[src/rtl/mul_normaliser_seq.sv]
// Sequential normaliser for a raw floating-point product: shifts the mantissa
// until the hidden bit is set, tracking exponent, shift count and exception flags.
module mul_normaliser_seq #(
    parameter int EW = 8,
    parameter int MW = 48,
    parameter int CW = $clog2(MW)
) (
    input  logic          clk,
    input  logic          rst_n,
    input  logic          in_valid,
    output logic          in_ready,
    input  logic [EW-1:0] in_e,
    input  logic [MW-1:0] in_m,
    output logic          out_valid,
    input  logic          out_ready,
    output logic [EW-1:0] out_e,
    output logic [MW-1:0] out_m,
    output logic [CW-1:0] shift_cnt,
    output logic          zero,
    output logic          overflow,
    output logic          underflow
);

    typedef enum logic [1:0] {IDLE, NORM, DONE} state_t;

    localparam logic [EW-1:0] E_ONE   = EW'(1);
    localparam logic [CW-1:0] CNT_ONE = CW'(1);

    state_t        state, state_nx;
    logic [EW-1:0] e_q, e_nx;
    logic [MW-1:0] m_q, m_nx;
    logic [CW-1:0] cnt_q, cnt_nx;
    logic          zero_q, zero_nx;
    logic          ovf_q, ovf_nx;
    logic          unf_q, unf_nx;
    logic          rdy_q, rdy_nx;

    // Saturating exponent increment; MSB of the result is the overflow flag.
    function automatic logic [EW:0] sat_inc(input logic [EW-1:0] e);
        if (&e) return {1'b1, e};
        else    return {1'b0, e + E_ONE};
    endfunction

    always_comb begin
        state_nx = state;
        e_nx     = e_q;
        m_nx     = m_q;
        cnt_nx   = cnt_q;
        zero_nx  = zero_q;
        ovf_nx   = ovf_q;
        unf_nx   = unf_q;
        case (state)
            IDLE: begin
                if (in_valid && rdy_q) begin
                    e_nx     = in_e;
                    m_nx     = in_m;
                    cnt_nx   = '0;
                    zero_nx  = 1'b0;
                    ovf_nx   = 1'b0;
                    unf_nx   = 1'b0;
                    state_nx = NORM;
                end
            end
            NORM: begin
                if (m_q == '0) begin
                    zero_nx  = 1'b1;
                    e_nx     = '0;
                    state_nx = DONE;
                end else if (m_q[MW-1]) begin
                    // Right shift keeps the discarded bit as a sticky LSB.
                    m_nx           = {1'b0, m_q[MW-1:2], m_q[1] | m_q[0]};
                    {ovf_nx, e_nx} = sat_inc(e_q);
                    state_nx       = DONE;
                end else if (m_q[MW-2]) begin
                    state_nx = DONE;
                end else if (e_q == '0) begin
                    unf_nx   = 1'b1;
                    state_nx = DONE;
                end else begin
                    m_nx   = m_q << 1;
                    e_nx   = e_q - E_ONE;
                    cnt_nx = cnt_q + CNT_ONE;
                end
            end
            DONE: begin
                if (out_ready) state_nx = IDLE;
            end
            default: state_nx = IDLE;
        endcase
        rdy_nx = (state_nx == IDLE);
    end

    // Ready is registered so it stays low on the reset edge itself.
    always_ff @(posedge clk) begin
        if (!rst_n) begin
            state  <= IDLE;
            e_q    <= '0;
            m_q    <= '0;
            cnt_q  <= '0;
            zero_q <= 1'b0;
            ovf_q  <= 1'b0;
            unf_q  <= 1'b0;
            rdy_q  <= 1'b0;
        end else begin
            state  <= state_nx;
            e_q    <= e_nx;
            m_q    <= m_nx;
            cnt_q  <= cnt_nx;
            zero_q <= zero_nx;
            ovf_q  <= ovf_nx;
            unf_q  <= unf_nx;
            rdy_q  <= rdy_nx;
        end
    end

    assign in_ready  = rdy_q;
    assign out_valid = (state == DONE);
    assign out_e     = e_q;
    assign out_m     = m_q;
    assign shift_cnt = cnt_q;
    assign zero      = zero_q;
    assign overflow  = ovf_q;
    assign underflow = unf_q;

endmodule
[config.mk]
export PLATFORM = sky130hd
export DESIGN_NAME = mul_normaliser_seq
export DESIGN_NICKNAME = d
export VERILOG_FILES = /design/src/rtl/mul_normaliser_seq.sv
export SDC_FILE = /design/constraint.sdc
export NUM_CORES = 1
export LEC_CHECK = 0
export BUFFER_PORTS_ARGS = -buffer_cell sky130_fd_sc_hd__buf_2
export CORE_UTILIZATION = 38
export CTS_CLUSTER_SIZE = 12
export DETAILED_ROUTE_END_ITERATION = 10
export PLACE_DENSITY = 0.63
export SLEW_MARGIN = 40
export SYNTH_ARGS = -nofsm -noshare
export SYNTH_HDL_FRONTEND = slang
export SYNTH_SLANG_ARGS = --single-unit
[constraint.sdc]
create_clock -name clk -period 1.75 [get_ports clk]
set_input_delay 0.0875 -clock clk [delete_from_list [all_inputs] [get_ports clk]]
set_output_delay 0.0875 -clock clk [all_outputs]
set_load 0.005 [all_outputs]
# Word-level counts from Yosys, hierarchy flattened
# Index checks and enable logic that the tools add are counted.
# W data, S select, Z words.
[word_totals]
regBits = 68
latch_bits = 0
mem_bits_rw = 0
romBits = 0
out_inout_bits = 67
elab_cells = 79
memories = 0
[op_classes]
addsub = 3
mul = 0
div = 0
magnitude_cmp = 0
n_eq_ne = 15
n_shift = 0
n_mux = 37
bitwise_logic = 1
n_reduce_logical = 14
[ops]
columns = ["operator", "n"]
rows = [
  ["$mux W47", 3],
  ["$mux W48", 2],
  ["$pmux W48 S2", 1],
  ["$logic_not A48 Y1", 1],
  ["$mux W8", 5],
  ["$mux W6", 5],
  ["$ne A2 B2 Y1 const B", 8],
  ["$pmux W8 S2", 1],
  ["$mux W2", 6],
  ["$ne A4 B4 Y1 const B", 3],
  ["$pmux W6 S2", 1],
  ["$reduce_and A6 Y1", 2],
  ["$reduce_and A5 Y1", 2],
  ["$mux W9", 1],
  ["$add A8 B1 Y8 const B", 1],
  ["$logic_not A8 Y1", 1],
  ["$mux W1", 8],
  ["$reduce_and A8 Y1", 1],
  ["$sub A8 B1 Y8 const B", 1],
  ["$add A6 B1 Y6 const B", 1],
  ["$ne A3 B3 Y1 const B", 2],
  ["$pmux W1 S2", 3],
  ["$pmux W2 S3", 1],
  ["$reduce_and A3 Y1", 2],
  ["other kinds (7)", 8],
]

# Depth between registers and ports, before layout
[logic_depth]
ltp_word = 7
ltp_mapped = 10
ltp_nobuf = 8

# Worst setup path after synthesis
# Ideal clock, no wire load.
[synth_timing]
path_type = "register -> register"
from = "register e_q[3] (netlist: out_e[3])"
to = "register m_q[0] (netlist: out_m[0])"
arrival_ns = 1.766
required_ns = 1.634
slack_ns = -0.132
stages_incl_launch_ff = 9
period_less_slack_ns = 1.882
cell_sequence = "dfxtp_1 -> buf_2 -> nor4_4 -> a31oi_1 -> o31ai_2 -> a21oi_2 -> buf_6 -> buf_6 -> o211a_1"
[synth_via]
elab_chain_cells = 3
[synth_lines]
columns = ["element", "line_no", "rtl"]
rows = [
  ["from (decl)", "30", "logic [EW-1:0] e_q, e_nx;"],
  ["from (signal assigned)", "106", "e_q <= e_nx;"],
  ["$logic_not A8 Y1", "76", "end else if (e_q == '0) begin"],
  ["$ne A3 B3 Y1 (no line)", "--", ""],
  ["$reduce_and A5 Y1 (no line)", "--", ""],
  ["to (signal assigned)", "107", "m_q <= m_nx;"],
  ["to (decl)", "31", "logic [MW-1:0] m_q, m_nx;"],
]
# No other way between the ends.
# A chain may end at the register's enable or synchronous reset.

# Final worst setup path
[layout_timing]
from = "register m_q[34] (netlist: out_m[34])"
to = "register m_q[39] (netlist: out_m[39])"
[layout_via]
elab_chain_cells = 3
[layout_lines]
columns = ["element", "line_no", "rtl"]
rows = [
  ["$logic_not A48 Y1", "65", "if (m_q == '0) begin"],
  ["$ne A2 B2 Y1 (no line)", "--", ""],
  ["$reduce_and A5 Y1 (no line)", "--", ""],
]
# No other way between the ends.

==> summary.txt <==
Synthesis
  • Post-synth EDFFs: 0
  • Synth Register Bits: 68
  • Register area share after synthesis: 0.349
  • Mapped Area: 3900 um^2
  • Synth cell types: 48
  • Mean area per synthesized cell: 8.60 um^2
  • Top FF cell, synth: dfxtp_1
  • Yosys warnings: 0
  • Synth Instances: 454
  • Fraction of registers with async set/reset: 0
  • Post-synthesis net count: 518

Floorplan
  • Initial Utilization: 0.396
  • Die width: slightly above 100 um
  • Core area: approximately 10000 um^2
  • Die Ht: 103 um
  • Rows: 36
  • Top Ports: 127
  • Die area: 10700 um^2

Flow run
  • MaxCap Viol Count: 0

Route
  • Total Wirelength: 13200 um
  • Drt initial violations: 260
  • Vias per cell: 5.75
  • Remaining DRCs: 0
  • Drt pass-1 iters: 5
  • Final ANT Viol Nets: 0
  • Post-DR wirelength/cell: around 17 um
  • Vias post-DR: between 4000 and 5000

GRT
  • Grt ovf: 0
  • Vias in the first global route: 3972
  • GRT Util Overall: 0.239
  • Largest net degree at the start of global routing: 51
  • Initial antenna violation count: 0
  • First-pass GRT wire length: between 15000 and 20000 um

STA
  • Fin. Hold Viols: 0
  • Final setup viols: 66
  • Least-Margin Pin Slew: 0.437 ns
  • Peak Freq: 518 MHz
  • Fin crit share: 1.10
  • RSZ-0062 raised after global routing: yes
  • Final min period: between 1.5 and 2 ns
  • Relative slew margins: 0.707
  • Final WS setup: -0.179 ns
  • Setup TNS: -9.35 ns
  • Fin. max-slew vios: 0
  • Clock skew: 0.0134 ns

CTS
  • CTS tree: built
  • Clk_lat worst skew: 0.34 ns
  • Clk slew on worst S/H paths: about 0.08 ns
  • Clock Root Buffer: clkbuf_8
  • TritonCTS Buffers: 9
  • H-tree depth: 3
  • Clock net sink count: 68
  • Longest Clk Path Bufs: 2

Placement
  • Placed insts: 762
  • DP Wirelength: around 8800 um
  • GPL Wtd Cong: 0.899
  • PortBufs: 126

Worst setup path
  • FF-to-FF Start: out_m[34]$_SDFFE_PN0P_
  • Startpoint class of the critical path: register
  • Worst path slowest cell: dfxtp_2
  • CP bufs+invs: 3
  • CP required: 1.98 ns
  • Reg-to-reg setup timing slack: -0.18 ns
  • Crit path max-delay family: simple AND/OR/NAND/NOR gates
  • Critical path class: reg2reg
  • Worst path cell trace: nor4_2 -> buf_4 -> nand4_1 -> nor3_4 -> buf_6 -> a21oi_4 -> buf_12 -> o211a_1
  • Worst Setup SP: out_m[34]$_SDFFE_PN0P_
  • Critical path peak fanout: 26
  • Worst Setup EP: out_m[39]$_SDFFE_PN0P_
  • Worst setup EP type: register
  • CP max stage delay: about 0.33 ns
  • WP depth: 8
  • Worst reg-to-reg path cell count: 8
  • Terminus of the critical flop-to-flop path: out_m[39]$_SDFFE_PN0P_
  • CP arrival: 2.16 ns

Power and ir drop
  • Power per cell area: around 1300 nW/um^2
  • Peak supply drop: 0.000674 V
  • P_leak: approximately 3.2 nW

Final layout
  • Share of layout cells above drive strength 1: 0.467
  • N_diodes: 0
  • Finished Layout Cells: 788
  • FILL cells: 873
  • NumNets Final: 714
  • Final core utilization: 0.601
  • Synth-to-Final Area Change: 51.9%

Run status
  • Failing checks: setup timing
  • Status: complete, but fails checks

Worst hold path
  • Worst min-delay path startpoint: in_e[3]
  • Min-Delay Path Class: in2reg
[cell usage in the layout, fill, tap and decap left out, types with 3 or more instances in the layout]
| cell type | Yosys | final |
|---|---|---|
| dfxtp_2 | 0 | 11 |
| nand3_1 | 7 | 5 |
| buf_12 | 0 | 6 |
| ha_1 | 4 | 4 |
| a31oi_1 | 4 | 4 |
| dfxtp_1 | 68 | 57 |
| and2_1 | 4 | 4 |
| nand2_1 | 66 | 66 |
| buf_6 | 9 | 8 |
| buf_2 | 7 | 126 |
| nor4_1 | 13 | 4 |
| o211a_1 | 46 | 46 |
| and3_1 | 45 | 45 |
| a21boi_1 | 1 | 4 |
| inv_1 | 3 | 3 |
| buf_4 | 1 | 87 |
| clkbuf_8 | 0 | 9 |
| nor2_1 | 16 | 15 |
| nor2b_1 | 5 | 4 |
| a21oi_2 | 1 | 4 |
| a221oi_1 | 45 | 33 |
| nor4_4 | 1 | 4 |
| o21ai_2 | 0 | 5 |
| nand4_1 | 6 | 6 |
| xnor2_1 | 7 | 7 |
| a221oi_2 | 0 | 12 |
| nor3_1 | 8 | 8 |
| nor4_2 | 0 | 6 |
| o21ai_0 | 6 | 5 |
| a21oi_1 | 13 | 10 |
| o211ai_1 | 3 | 3 |
[worst min-delay path by stage]
stage	cells past startpoint	slack (ns)	endpoint
floorplan	2	0.24	out_e[7]$_SDFFE_PN0P_
global placement	3	0.37	out_e[5]$_SDFFE_PN0P_
detailed placement	3	0.36	out_e[5]$_SDFFE_PN0P_
CTS	3	0.03	out_e[7]$_SDFFE_PN0P_
global route	3	0.02	out_e[3]$_SDFFE_PN0P_
finish	3	0.03	out_e[3]$_SDFFE_PN0P_
[cell usage after synthesis, types with 8 or more instances]
cell,number,share of area
nor4_1,13,0.021
nand2_1,66,0.063
nor2_1,16,0.015
a21oi_1,13,0.017
nor3_1,8,0.010
o211a_1,46,0.12
a221oi_1,45,0.10
dfxtp_1,68,0.35
buf_6,9,0.026
clkbuf_1,28,0.027
and3_1,45,0.072
[worst reg2reg max path, stage by stage (launching register included)]
cell	delay (ns)
dfxtp_2	0.33
nor4_2	0.26
buf_4	0.15
nand4_1	0.18
nor3_4	0.23
buf_6	0.15
a21oi_4	0.12
buf_12	0.19
o211a_1	0.21
[per-layer routing]
layer	track usage	wire length, um
met2	0.407	6540
met1	0.312	5830
met5	0	0
met3	0.0524	742
met4	0.0498	93
[what timing repair did]
| item | 4_1_cts | 5_1_grt |
|---|---|---|
| cloned | 0 | 3 |
| setup buffers | 5 | 3 |
| endpoints found under the setup margin | 68 | 68 |
| hold buffers | 1 | 0 |
| pin swaps | 9 | 18 |
| endpoints found under the hold margin | 1 | 0 |
| gates resized for setup | 36 | 27 |
[power by group]
| group | total (mW) | switching, mW | internal (mW) |
|---|---|---|---|
| Combinational | 3.95 | 1.96 | 1.99 |
| Clock | 1.46 | 0.649 | 0.809 |
| Sequential | 2.20 | 0.277 | 1.92 |
| Total | 7.60 | 2.88 | 4.72 |
[final cells by class]
class,instances,area (um^2),share of cell area
multi-input combinational,338,2600,0.439
timing repair buffer,230,1550,0.262
sequential,68,1380,0.232
tap,133,166,0.0281
clock buffer,9,124,0.0209
clock inverter,7,98.8,0.0167
inverter,3,11.3,0.00190
[sequential cells by signal, indices dropped and copies added, names as in the netlist]
name / cells
state: 2
out_m: 48
out_e: 8
in_ready: 1
overflow: 1
shift_cnt: 6
underflow: 1
zero: 1
[through the flow]
step,setup slack [ns],area [um^2],hold slack (ns),power [mW]
global placement,-0.263,5280,0.373,5.58
CTS,-0.141,5730,0.0316,7.33
detailed placement,-0.287,5280,0.362,5.64
global route,-0.252,5930,0.0182,8.06
finish,-0.179,5930,0.0264,7.60
floorplan,-0.102,3940,0.243,4.03
[cells by family after synthesis]
logic type	share of synthesized area
DFF	0.349
AOI/OAI and AO/OA	0.314
xor gates and xnor gates	0.0157
and+or+nand+nor	0.242
adders and majority gates	0.0128
buffers and inverters	0.0676
No activity file was read; power rests on OpenSTA's default activity.
